### config.mk
export PLATFORM = sky130hd
export DESIGN_NAME = punc_controller
export DESIGN_NICKNAME = d
export VERILOG_FILES = /design/src/rtl/punc_controller.sv
export SDC_FILE = /design/constraint.sdc
export NUM_CORES = 1
export LEC_CHECK = 0
export CAP_MARGIN = 20
export CORE_ASPECT_RATIO = 1.1
export CORE_MARGIN = 2
export CORE_UTILIZATION = 25
export CTS_CLUSTER_SIZE = 10
export DETAILED_ROUTE_END_ITERATION = 8
export HOLD_SLACK_MARGIN = 0.03
export PLACE_DENSITY = 0.67
export REMOVE_ABC_BUFFERS = 1
export SLEW_MARGIN = 30
export SYNTH_ARGS = -nofsm -noshare
export SYNTH_HDL_FRONTEND = slang
export SYNTH_SLANG_ARGS = --single-unit
### constraint.sdc
create_clock -name clk -period 2.75 [get_ports clk]
set_input_delay 0.825 -clock clk [delete_from_list [all_inputs] [get_ports clk]]
set_output_delay 0.825 -clock clk [all_outputs]
set_load 0.02 [all_outputs]
### src/rtl/punc_controller.sv
// Control FSM for the PUnC LC3 processor: decodes ir into per-cycle datapath strobes and selects.
// Define PUNC_ILLEGAL_HALT_EN to halt on opcodes 8/D; otherwise they execute as NOPs.
module punc_controller #(
  parameter int unsigned MEM_RD_LAT = 0
) (
  input  logic        clk,
  input  logic        rst,
  input  logic [15:0] ir,
  input  logic        br_taken,
  output logic        ir_ld,
  output logic        pc_clr,
  output logic        pc_up,
  output logic        pc_ld,
  output logic        pc_src,
  output logic [2:0]  mem_raddr_sel,
  output logic        mem_wr_en,
  output logic        mem_waddr_ind,
  output logic        mem_wdata_rf,
  output logic        rf_wr_en,
  output logic [2:0]  rf_wr_addr,
  output logic [2:0]  rf_r_addr_0,
  output logic [2:0]  rf_r_addr_1,
  output logic [1:0]  rf_wdata_sel,
  output logic [1:0]  alu_sel,
  output logic        alu_b_const,
  output logic [1:0]  sext_sel,
  output logic        cc_en,
  output logic        halted
);

  localparam logic [2:0] StInit   = 3'd0;
  localparam logic [2:0] StFetch  = 3'd1;
  localparam logic [2:0] StDecode = 3'd2;
  localparam logic [2:0] StExec   = 3'd3;
  localparam logic [2:0] StExec2  = 3'd4;
  localparam logic [2:0] StHalt   = 3'd5;

  localparam logic [3:0] OpBr   = 4'h0;
  localparam logic [3:0] OpAdd  = 4'h1;
  localparam logic [3:0] OpLd   = 4'h2;
  localparam logic [3:0] OpSt   = 4'h3;
  localparam logic [3:0] OpJsr  = 4'h4;
  localparam logic [3:0] OpAnd  = 4'h5;
  localparam logic [3:0] OpLdr  = 4'h6;
  localparam logic [3:0] OpStr  = 4'h7;
  localparam logic [3:0] OpRti  = 4'h8;
  localparam logic [3:0] OpNot  = 4'h9;
  localparam logic [3:0] OpLdi  = 4'hA;
  localparam logic [3:0] OpSti  = 4'hB;
  localparam logic [3:0] OpJmp  = 4'hC;
  localparam logic [3:0] OpRsv  = 4'hD;
  localparam logic [3:0] OpLea  = 4'hE;
  localparam logic [3:0] OpTrap = 4'hF;

  localparam logic [2:0] LatMax = 3'(MEM_RD_LAT);

  logic [2:0] state_q, state_d;
  logic [2:0] wait_q, wait_d;
  logic       lat_done;
  logic [3:0] op;
  logic [2:0] rd, ra;
  logic       unused_ir;

  assign op        = ir[15:12];
  assign rd        = ir[11:9];
  assign ra        = ir[8:6];
  assign lat_done  = (wait_q == LatMax);
  assign unused_ir = ^ir[4:3];

  always_comb begin
    state_d = state_q;
    unique case (state_q)
      StInit:   state_d = StFetch;
      StFetch:  if (lat_done) state_d = StDecode;
      StDecode: state_d = StExec;
      StExec: begin
        case (op)
          OpLd, OpLdr: state_d = lat_done ? StFetch : StExec;
          OpLdi:       state_d = lat_done ? StExec2 : StExec;
          OpSti:       state_d = StExec2;
          OpTrap:      state_d = StHalt;
`ifdef PUNC_ILLEGAL_HALT_EN
          OpRti, OpRsv: state_d = StHalt;
`else
          OpRti, OpRsv: state_d = StFetch;
`endif
          default:     state_d = StFetch;
        endcase
      end
      StExec2: begin
        if (op != OpLdi || lat_done) state_d = StFetch;
      end
      StHalt:   state_d = StHalt;
      default:  state_d = StInit;
    endcase
  end

  // Counter restarts on every state change so each wait phase sees a fresh count.
  always_comb begin
    if (state_d != state_q) begin
      wait_d = 3'd0;
    end else if (lat_done) begin
      wait_d = wait_q;
    end else begin
      wait_d = wait_q + 3'd1;
    end
  end

  always_ff @(posedge clk) begin
    if (rst) begin
      state_q <= StInit;
      wait_q  <= 3'd0;
    end else begin
      state_q <= state_d;
      wait_q  <= wait_d;
    end
  end

  always_comb begin
    ir_ld         = 1'b0;
    pc_clr        = 1'b0;
    pc_up         = 1'b0;
    pc_ld         = 1'b0;
    pc_src        = 1'b0;
    mem_raddr_sel = 3'd0;
    mem_wr_en     = 1'b0;
    mem_waddr_ind = 1'b0;
    mem_wdata_rf  = 1'b0;
    rf_wr_en      = 1'b0;
    rf_wr_addr    = 3'd0;
    rf_r_addr_0   = 3'd0;
    rf_r_addr_1   = 3'd0;
    rf_wdata_sel  = 2'd0;
    alu_sel       = 2'd0;
    alu_b_const   = 1'b0;
    sext_sel      = 2'd0;
    cc_en         = 1'b0;
    halted        = 1'b0;
    if (!rst) begin
      case (state_q)
        StInit: pc_clr = 1'b1;
        StFetch: begin
          ir_ld = lat_done;
          pc_up = lat_done;
        end
        StExec: begin
          case (op)
            OpAdd, OpAnd: begin
              rf_wr_en    = 1'b1;
              cc_en       = 1'b1;
              rf_wr_addr  = rd;
              rf_r_addr_0 = ra;
              rf_r_addr_1 = ir[2:0];
              alu_sel     = (op == OpAdd) ? 2'd1 : 2'd2;
              alu_b_const = ir[5];
            end
            OpNot: begin
              rf_wr_en    = 1'b1;
              cc_en       = 1'b1;
              rf_wr_addr  = rd;
              rf_r_addr_0 = ra;
              alu_sel     = 2'd3;
            end
            OpLea: begin
              rf_wr_en     = 1'b1;
              rf_wr_addr   = rd;
              rf_wdata_sel = 2'd3;
              sext_sel     = 2'd2;
            end
            OpLd: begin
              mem_raddr_sel = 3'd1;
              sext_sel      = 2'd2;
              rf_wr_addr    = rd;
              rf_wdata_sel  = 2'd2;
              rf_wr_en      = lat_done;
              cc_en         = lat_done;
            end
            OpLdr: begin
              mem_raddr_sel = 3'd4;
              rf_r_addr_0   = ra;
              alu_sel       = 2'd1;
              alu_b_const   = 1'b1;
              sext_sel      = 2'd1;
              rf_wr_addr    = rd;
              rf_wdata_sel  = 2'd2;
              rf_wr_en      = lat_done;
              cc_en         = lat_done;
            end
            OpLdi, OpSti: begin
              mem_raddr_sel = 3'd1;
              sext_sel      = 2'd2;
            end
            OpSt: begin
              mem_wr_en    = 1'b1;
              mem_wdata_rf = 1'b1;
              rf_r_addr_1  = rd;
              sext_sel     = 2'd2;
            end
            OpStr: begin
              mem_wr_en    = 1'b1;
              mem_wdata_rf = 1'b1;
              rf_r_addr_1  = rd;
              rf_r_addr_0  = ra;
              alu_sel      = 2'd1;
              alu_b_const  = 1'b1;
              sext_sel     = 2'd1;
            end
            OpBr: begin
              pc_ld    = br_taken;
              sext_sel = 2'd2;
            end
            OpJmp: begin
              pc_ld       = 1'b1;
              pc_src      = 1'b1;
              rf_r_addr_0 = ra;
            end
            OpJsr: begin
              rf_wr_en     = 1'b1;
              rf_wr_addr   = 3'd7;
              rf_wdata_sel = 2'd1;
              pc_ld        = 1'b1;
              if (ir[11]) begin
                sext_sel = 2'd3;
              end else begin
                pc_src      = 1'b1;
                rf_r_addr_0 = ra;
              end
            end
            default: ;
          endcase
        end
        StExec2: begin
          case (op)
            OpLdi: begin
              mem_raddr_sel = 3'd2;
              rf_wr_addr    = rd;
              rf_wdata_sel  = 2'd2;
              rf_wr_en      = lat_done;
              cc_en         = lat_done;
            end
            OpSti: begin
              mem_wr_en     = 1'b1;
              mem_waddr_ind = 1'b1;
              mem_wdata_rf  = 1'b1;
              rf_r_addr_1   = rd;
            end
            default: ;
          endcase
        end
        StHalt: halted = 1'b1;
        default: ;
      endcase
    end
  end

endmodule
==> results of run 1 <==
worst min-delay path, cell delays in order (launching register included):
cell and delay [ns]:
dfxtp_1 0.31, nand2_1 0.06, a21oi_1 0.05
sequential cells by signal, indices dropped and copies added, names as in the netlist:
name,flops
wait_q,3
state_q,3
through the flow:
step                       util  setup slack, ns  total power, mW  setup TNS, ns
after floorplan               -           -0.448            0.155          -1.78
after CTS                 0.478           -0.213            0.402          -1.85
after global placement    0.453           -0.982            0.252         -23.97
after global routing      0.498           -0.209            0.432          -2.01
final                     0.498           -0.151            0.409          -1.32
after detailed placement  0.453            -1.04            0.253         -24.33
routing by layer:
metal  vias up  global-route usage  share of wire  wire length [um]
met1       616               0.189           0.42              1430
met3         8              0.0395          0.049               167
met2        39               0.284           0.51              1710
met5         -                   0              0                 0
li1        639                   -              -                 -
met4         0              0.0694          0.021                71
power by group:
part | leakage (nW) | internal [mW] | switching, mW | total [mW]
clock network | 0.0216 | 0.0943 | 0.0411 | 0.135
registers | 0.0489 | 0.0907 | 0.00577 | 0.0965
logic | 0.716 | 0.0919 | 0.0848 | 0.177
total | 0.786 | 0.277 | 0.132 | 0.409
repair_timing:
action | in CTS | in global routing
resized for setup | 172 | 22
pin swaps | 12 | 17
endpoints found under the setup margin | 30 | 25
setup buffers | 4 | 1
synthesized netlist by cell type, types with 3 or more instances:
cell,number
a21oi_1,8
nand2_1,7
and2_1,4
a211oi_1,4
nor3_1,10
buf_2,5
nand2b_1,8
clkbuf_1,6
nor4_1,8
nor2_1,19
inv_1,6
o21ai_0,4
nor3_2,3
dfxtp_1,6
a22o_1,3
cell type report:
type	count	area, um^2	area share
Clock buffer	3	41.3	0.0229
Tap cell	50	62.6	0.0346
Timing Repair Buffer	87	728	0.403
Multi-Input combinational cell	108	828	0.458
Inverter	7	26.3	0.0145
Sequential cell	6	120	0.0665
path summary, 6_finish.rpt:
check	to	slack [ns]	depth (start not counted)
max	rf_wr_addr[0]	-0.15	6
min	wait_q[1]$_SDFFE_PP0N_	0.48	2
max reg2reg	wait_q[0]$_SDFFE_PP0N_	1.09	6
min reg2reg	wait_q[1]$_SDFFE_PP0N_	0.48	2
cells by family after synthesis:
logic type,synth area share
buf+inv,0.119
mux,0.0107
flops,0.129
xor+xnor,0.0187
fa+ha+maj,0.0268
simple gates,0.454
compound gates,0.242
==> impl_metrics.prom, run 1 <==
# TYPE chip_impl_metric gauge
chip_impl_info{name="outcome",value="complete, but fails checks"} 1
chip_impl_info{name="violations_in_the_final_reports",value="setup timing"} 1
chip_impl_metric{name="finalHoldViolCount",unit=""} 0
chip_impl_metric{name="drt-pass1-iter-count",unit=""} 4
chip_impl_metric{name="cp_slowest_stage_delay",unit="ns"} 0.37
chip_impl_metric{name="synth_enable_flop_cells",unit=""} 0
chip_impl_info{name="cts_tree",value="built"} 1
chip_impl_metric{name="cts_max_path_bufs",unit=""} 2
chip_impl_metric{name="die_height",unit="um"} 68.1
chip_impl_metric{name="grt_first_pass_wirelength",unit="um"} 5510
chip_impl_metric{name="worst_endpoint_required_time",unit="ns"} 1.93
chip_impl_info{name="layout.cells.most_common",value="buf_4"} 1
chip_impl_metric{name="hold_ws",unit="ns"} 0.475
chip_impl_metric{name="timing.max_cap.violations",unit=""} 0
chip_impl_metric{name="static-leakage-power",unit="nW"} 0.786
chip_impl_metric{name="gp_congestion",unit=""} 0.842
chip_impl_metric{name="powerDensity",unit="nW/um^2"} 226
chip_impl_metric{name="avgViaCountPerCell",unit=""} 4.99
chip_impl_metric{name="floorplan.io_pins",unit=""} 49
chip_impl_info{name="cp_endpoint_kind",value="primary output"} 1
chip_impl_metric{name="floorplan.initialDensity",unit=""} 0.258
chip_impl_metric{name="core-area",unit="um^2"} 3630
chip_impl_metric{name="syn_inst",unit=""} 136
chip_impl_metric{name="nFillCells",unit=""} 348
chip_impl_info{name="clock_tree_root",value="clkbuf_8"} 1
chip_impl_info{name="timing.critical_path.max_delay_family",value="simple AND/OR/NAND/NOR gates"} 1
chip_impl_metric{name="globalRouteTotalUtil",unit=""} 0.161
chip_impl_metric{name="finish.cell_count_without_fillers",unit=""} 261
chip_impl_metric{name="final_layout_size_suffix_gt1_frac",unit=""} 0.493
chip_impl_metric{name="finish.instance_area",unit="um^2"} 1810
chip_impl_metric{name="fp.dieW",unit="um"} 62.3
chip_impl_metric{name="synth-seq-cells",unit=""} 6
chip_impl_metric{name="final_min_period_over_clock_period",unit=""} 1.06
chip_impl_metric{name="path_clk_slew",unit="ns"} 0.03
chip_impl_info{name="critical_path.startpoint_type",value="input port"} 1
chip_impl_metric{name="ir_drop",unit="mV"} 0.144
chip_impl_metric{name="tritoncts.num_buffers",unit=""} 3
chip_impl_metric{name="ant_nets",unit=""} 0
chip_impl_metric{name="detailroute.via_count",unit=""} 1302
chip_impl_metric{name="cp_data_arrival_time",unit="ns"} 2.08
chip_impl_info{name="yosys.area.top_type",value="dfxtp_1"} 1
chip_impl_metric{name="setup_viol",unit=""} 14
chip_impl_metric{name="crit_buf_inv",unit=""} 2
chip_impl_info{name="setup_repair_after_global_routing_missed_its_margin",value="yes"} 1
chip_impl_info{name="timing.critical_path.cells",value="buf_8, or3b_4, or2_4, a2bb2oi_4, nor3_2, buf_4"} 1
chip_impl_metric{name="cp_max_fo",unit=""} 5
chip_impl_metric{name="max_freq",unit="GHz"} 0.345
chip_impl_info{name="crit_type",value="in2out"} 1
chip_impl_metric{name="synthDominantCellAreaShare",unit=""} 0.129
chip_impl_info{name="netlist_top_cells_area",value="dfxtp_1, nor2_1, nand2b_1, nor3_1, nor4_1"} 1
chip_impl_metric{name="detail_route.drc_violations",unit=""} 0
chip_impl_metric{name="insertion_delay",unit="ns"} 0.23
chip_impl_metric{name="finalMaxSlewViolations",unit=""} 0
chip_impl_metric{name="core.rowCount",unit=""} 23
chip_impl_metric{name="postCtsHoldBufs",unit=""} 0
chip_impl_metric{name="grt_pass1_vias",unit=""} 1247
chip_impl_metric{name="global_route.overflow_total",unit=""} 0
chip_impl_metric{name="timing_worst_slew_pin_value",unit="ns"} 0.331
chip_impl_metric{name="synth_area",unit="um^2"} 935
chip_impl_metric{name="layout_min_cycle_time",unit="ns"} 2.90
chip_impl_info{name="holdCritStartpoint",value="wait_q[1]$_SDFFE_PP0N_"} 1
chip_impl_metric{name="ys_seq_area_frac",unit=""} 0.129
chip_impl_metric{name="detail_route.wirelength",unit="um"} 3390
chip_impl_metric{name="fin_nets",unit=""} 234
chip_impl_info{name="final_cell_mix",value="buf_4, nor2_1, buf_6"} 1
chip_impl_metric{name="synth_async_sr_flop_share",unit=""} 0
chip_impl_metric{name="htreeDepth",unit=""} 1
chip_impl_metric{name="detail_route.wl_per_cell",unit="um"} 13.0
chip_impl_info{name="reg2reg_from",value="state_q[2]$_SDFF_PP0_"} 1
chip_impl_metric{name="ys_warnings",unit=""} 0
chip_impl_info{name="hold_path_class",value="reg2reg"} 1
chip_impl_metric{name="detailed_place.area",unit="um^2"} 1640
chip_impl_metric{name="worst_slack",unit="ns"} -0.151
chip_impl_metric{name="place.port_buffers",unit=""} 46
chip_impl_metric{name="hpwlAfterDp",unit="um"} 2560
chip_impl_metric{name="fp.dieArea",unit="um^2"} 4240
chip_impl_metric{name="drt_iter0_markers",unit=""} 16
chip_impl_metric{name="post_synth.cell_area_avg",unit="um^2"} 6.87
chip_impl_info{name="critical_path.startpoint",value="ir[14]"} 1
chip_impl_metric{name="synthToLayoutAreaGrowth",unit="%"} 93.3
chip_impl_metric{name="grt_antenna_before_repair",unit=""} 0
chip_impl_info{name="synth_flop_cell",value="dfxtp_1"} 1
chip_impl_metric{name="timing.max_slew.rel_slack",unit=""} 0.779
chip_impl_metric{name="insertedDiodeCount",unit=""} 0
chip_impl_metric{name="placedCellCount",unit=""} 253
chip_impl_metric{name="grt_max_degree",unit=""} 10
chip_impl_metric{name="cts.sink_count",unit=""} 6
chip_impl_metric{name="finalClockSkew",unit="ns"} 0.00334
chip_impl_info{name="critical_path.slowest_cell",value="or3b_4"} 1
chip_impl_metric{name="number_of_distinct_library_cells_after_synthesis",unit=""} 43
Power figures use the tool's default switching activity.
==> run 2: changes to the inputs <==
- CELL_PAD_IN_SITES_DETAIL_PLACEMENT: unset -> 0
- CELL_PAD_IN_SITES_GLOBAL_PLACEMENT: unset -> 2
- CORE_UTILIZATION: 25 -> 20
- PLACE_DENSITY: 0.67 -> 0.93
==> run 2 against run 1 <==
Net effect: non-clock buffer count decreased by 2; sequential power increased by 1%; wire length increased by 3.5%; worst setup slack improved by 0.0067 ns; register-to-register slack got worse by 0.03 ns; highest routed layer unchanged; first-iteration DRC count increased to 3.0 times the previous value; global-route usage decreased by 3.0 points; the flow still finishes with violations (setup timing); clock skew decreased by 0.0026 ns; total power increased by 0.40%; die area increased by 23%.
==> impl_metrics.prom, run 2 (synthesis gave the netlist of run 1 again) <==
# TYPE chip_impl_metric gauge
chip_impl_info{name="outcome",value="complete, but fails checks"} 1
chip_impl_info{name="violations_in_the_final_reports",value="setup timing"} 1
chip_impl_metric{name="floorplan.initialDensity",unit=""} 0.204
chip_impl_metric{name="core-area",unit="um^2"} 4590
chip_impl_metric{name="power.switching_fraction",unit=""} 0.327
chip_impl_metric{name="ant_nets",unit=""} 0
chip_impl_metric{name="cts_max_path_bufs",unit=""} 2
chip_impl_metric{name="fp.dieW",unit="um"} 69.2
chip_impl_metric{name="grt_max_degree",unit=""} 16
chip_impl_metric{name="gp_congestion",unit=""} 0.851
chip_impl_info{name="timing.critical_path.max_delay_family",value="simple AND/OR/NAND/NOR gates"} 1
chip_impl_info{name="critical_path.startpoint_type",value="input port"} 1
chip_impl_metric{name="path_clk_slew",unit="ns"} 0.04
chip_impl_metric{name="grt_pass1_vias",unit=""} 1187
chip_impl_metric{name="detailroute.via_count",unit=""} 1284
chip_impl_info{name="clock_tree_root",value="clkbuf_8"} 1
chip_impl_metric{name="fin_nets",unit=""} 232
chip_impl_metric{name="timing.max_cap.violations",unit=""} 0
chip_impl_metric{name="core.rowCount",unit=""} 26
chip_impl_metric{name="crit_buf_inv",unit=""} 3
chip_impl_metric{name="combPwrFrac",unit=""} 0.429
chip_impl_metric{name="detail_route.wl_per_cell",unit="um"} 13.2
chip_impl_metric{name="insertion_delay",unit="ns"} 0.23
chip_impl_info{name="timing.critical_path.cells",value="buf_8, or3b_4, or2_4, buf_6, a211oi_2, buf_4"} 1
chip_impl_metric{name="cts.sink_count",unit=""} 6
chip_impl_metric{name="worst_r2r_path_depth",unit=""} 5
chip_impl_info{name="crit_type",value="in2out"} 1
chip_impl_metric{name="fp.dieArea",unit="um^2"} 5240
chip_impl_metric{name="hpwlAfterDp",unit="um"} 2530
chip_impl_metric{name="route.met3.wl",unit="um"} 165
chip_impl_metric{name="timing_worst_slew_pin_value",unit="ns"} 0.326
chip_impl_metric{name="drt-pass1-iter-count",unit=""} 4
chip_impl_info{name="cts_tree",value="built"} 1
chip_impl_metric{name="final_min_period_over_clock_period",unit=""} 1.05
chip_impl_metric{name="seq_power_share",unit=""} 0.238
chip_impl_metric{name="place.port_buffers",unit=""} 46
chip_impl_metric{name="global_route.overflow_total",unit=""} 0
chip_impl_info{name="final_cell_mix",value="buf_4, nor2_1, buf_6"} 1
chip_impl_metric{name="drt_iter0_markers",unit=""} 48
chip_impl_metric{name="final_layout_size_suffix_gt1_frac",unit=""} 0.512
chip_impl_metric{name="timing.critical_path.depth",unit=""} 6
chip_impl_metric{name="max_freq",unit="GHz"} 0.345
chip_impl_metric{name="globalRouteTotalUtil",unit=""} 0.130
chip_impl_metric{name="detail_route.drc_violations",unit=""} 0
chip_impl_info{name="cp_endpoint_kind",value="primary output"} 1
chip_impl_metric{name="worstHoldPathCells",unit=""} 2
chip_impl_metric{name="cp_max_fo",unit=""} 5
chip_impl_metric{name="finalClockSkew",unit="ns"} 0.000695
chip_impl_metric{name="htreeDepth",unit=""} 1
chip_impl_metric{name="net_switching_power_figure",unit="mW"} 0.134
chip_impl_info{name="setup_repair_after_global_routing_missed_its_margin",value="yes"} 1
chip_impl_info{name="critical_path.slowest_cell",value="or3b_4"} 1
chip_impl_metric{name="floorplan.io_pins",unit=""} 49
chip_impl_metric{name="worst_endpoint_required_time",unit="ns"} 1.93
chip_impl_metric{name="grt_antenna_before_repair",unit=""} 0
chip_impl_metric{name="avgViaCountPerCell",unit=""} 4.85
chip_impl_metric{name="cp_slowest_stage_delay",unit="ns"} 0.37
chip_impl_metric{name="final_util",unit=""} 0.397
chip_impl_metric{name="finalMaxSlewViolations",unit=""} 0
chip_impl_metric{name="finalHoldViolCount",unit=""} 0
chip_impl_metric{name="tritoncts.num_buffers",unit=""} 3
chip_impl_info{name="layout.cells.most_common",value="buf_4"} 1
chip_impl_metric{name="ir_drop",unit="mV"} 0.0849
chip_impl_metric{name="routedLengthMet1",unit="um"} 1530
chip_impl_metric{name="postCtsHoldBufs",unit=""} 0
chip_impl_info{name="largest_registers",value="state_q (3), wait_q (3)"} 1
chip_impl_metric{name="setup_viol",unit=""} 14
chip_impl_metric{name="dpl_worst_slack",unit="ns"} -1.02
chip_impl_metric{name="worst_slack",unit="ns"} -0.145
chip_impl_info{name="route.top_layer_used",value="met4"} 1
chip_impl_metric{name="powerDensity",unit="nW/um^2"} 225
chip_impl_metric{name="die_height",unit="um"} 75.7
chip_impl_metric{name="layout_min_cycle_time",unit="ns"} 2.89
chip_impl_metric{name="static-leakage-power",unit="nW"} 0.794
chip_impl_metric{name="cp_data_arrival_time",unit="ns"} 2.07
chip_impl_info{name="hold_path_class",value="reg2reg"} 1
chip_impl_metric{name="power_report.internal_total",unit="mW"} 0.276
chip_impl_metric{name="detail_route.wirelength",unit="um"} 3510
chip_impl_metric{name="clock_power_share",unit=""} 0.332
chip_impl_metric{name="wl_met2",unit="um"} 1740
chip_impl_metric{name="timing.max_slew.rel_slack",unit=""} 0.781
chip_impl_metric{name="grt_first_pass_wirelength",unit="um"} 5600
chip_impl_metric{name="insertedDiodeCount",unit=""} 0
chip_impl_metric{name="synthToLayoutAreaGrowth",unit="%"} 94.6
[run 2: cell count changes in the layout (fill, tap and decap cells not counted), moves of 2 or more]
| cell | previous run | this run |
|---|---|---|
| buf_6 | 12 | 18 |
| nor3_2 | 4 | 6 |
| nand2b_1 | 7 | 4 |
| nor4_1 | 3 | 5 |
| nand2b_4 | 1 | 4 |
| buf_2 | 10 | 13 |
| dlygate4sd2_1 | 4 | 2 |
| buf_4 | 45 | 36 |
| nor3_1 | 9 | 7 |
| nor4_2 | 5 | 3 |
[run 2: final timing paths]
kind	start	end	slack, ns
worst min-delay path	wait_q[1]$_SDFFE_PP0N_	wait_q[1]$_SDFFE_PP0N_	0.48
worst max-delay path	ir[14]	rf_wdata_sel[1]	-0.14
worst max register to register	state_q[1]$_SDFF_PP0_	wait_q[0]$_SDFFE_PP0N_	1.06
worst min register to register	wait_q[1]$_SDFFE_PP0N_	wait_q[1]$_SDFFE_PP0N_	0.48
[run 2: worst register-to-register path: stages, from the launching register on]
cell and delay [ns]:
dfxtp_1 0.38, buf_4 0.19, or4b_1 0.53, and3_1 0.20, o221ai_2 0.19, nor2_1 0.07
[run 2: area by class of cell]
type	instances	area (um^2)
Timing Repair Buffer	85	722
Tap cell	56	70.1
Fill cell	464	2770
Multi-Input combinational cell	108	840
Inverter	7	26.3
Clock buffer	3	41.3
Sequential cell	6	120
[run 2: routing by layer]
metal  track usage  vias to the layer above
li1              -                      636
met2         0.231                       45
met3        0.0225                        9
met1         0.163                      594
met5             0                        -
met4        0.0436                        0
[run 2: power groups by stage]
stage,logic (mW),registers [mW],clock network [mW]
final,0.176,0.0978,0.136
after global routing,0.189,0.0982,0.143
after CTS,0.171,0.0980,0.138
after detailed placement,0.152,0.0976,0
after global placement,0.153,0.0975,0
after floorplan,0.0548,0.0999,0
[run 2: through the flow]
step                cell area [um^2]  total power, mW  cells  hold slack [ns]  TNS (ns)
finish                          1820            0.410    265            0.480     -1.14
global route                    1820            0.430    265            0.528     -2.08
CTS                             1790            0.407    265            0.482     -1.65
detailed placement              1640            0.249    257            0.476    -24.82
global placement                1640            0.250    257            0.463    -25.03
floorplan                        850            0.155    121            0.448     -1.78
[run 2: what timing repair did]
item	4_1_cts	5_1_grt
setup endpoints to repair	30	26
pin swaps	17	12
setup buffers	5	1
resized for setup	187	18
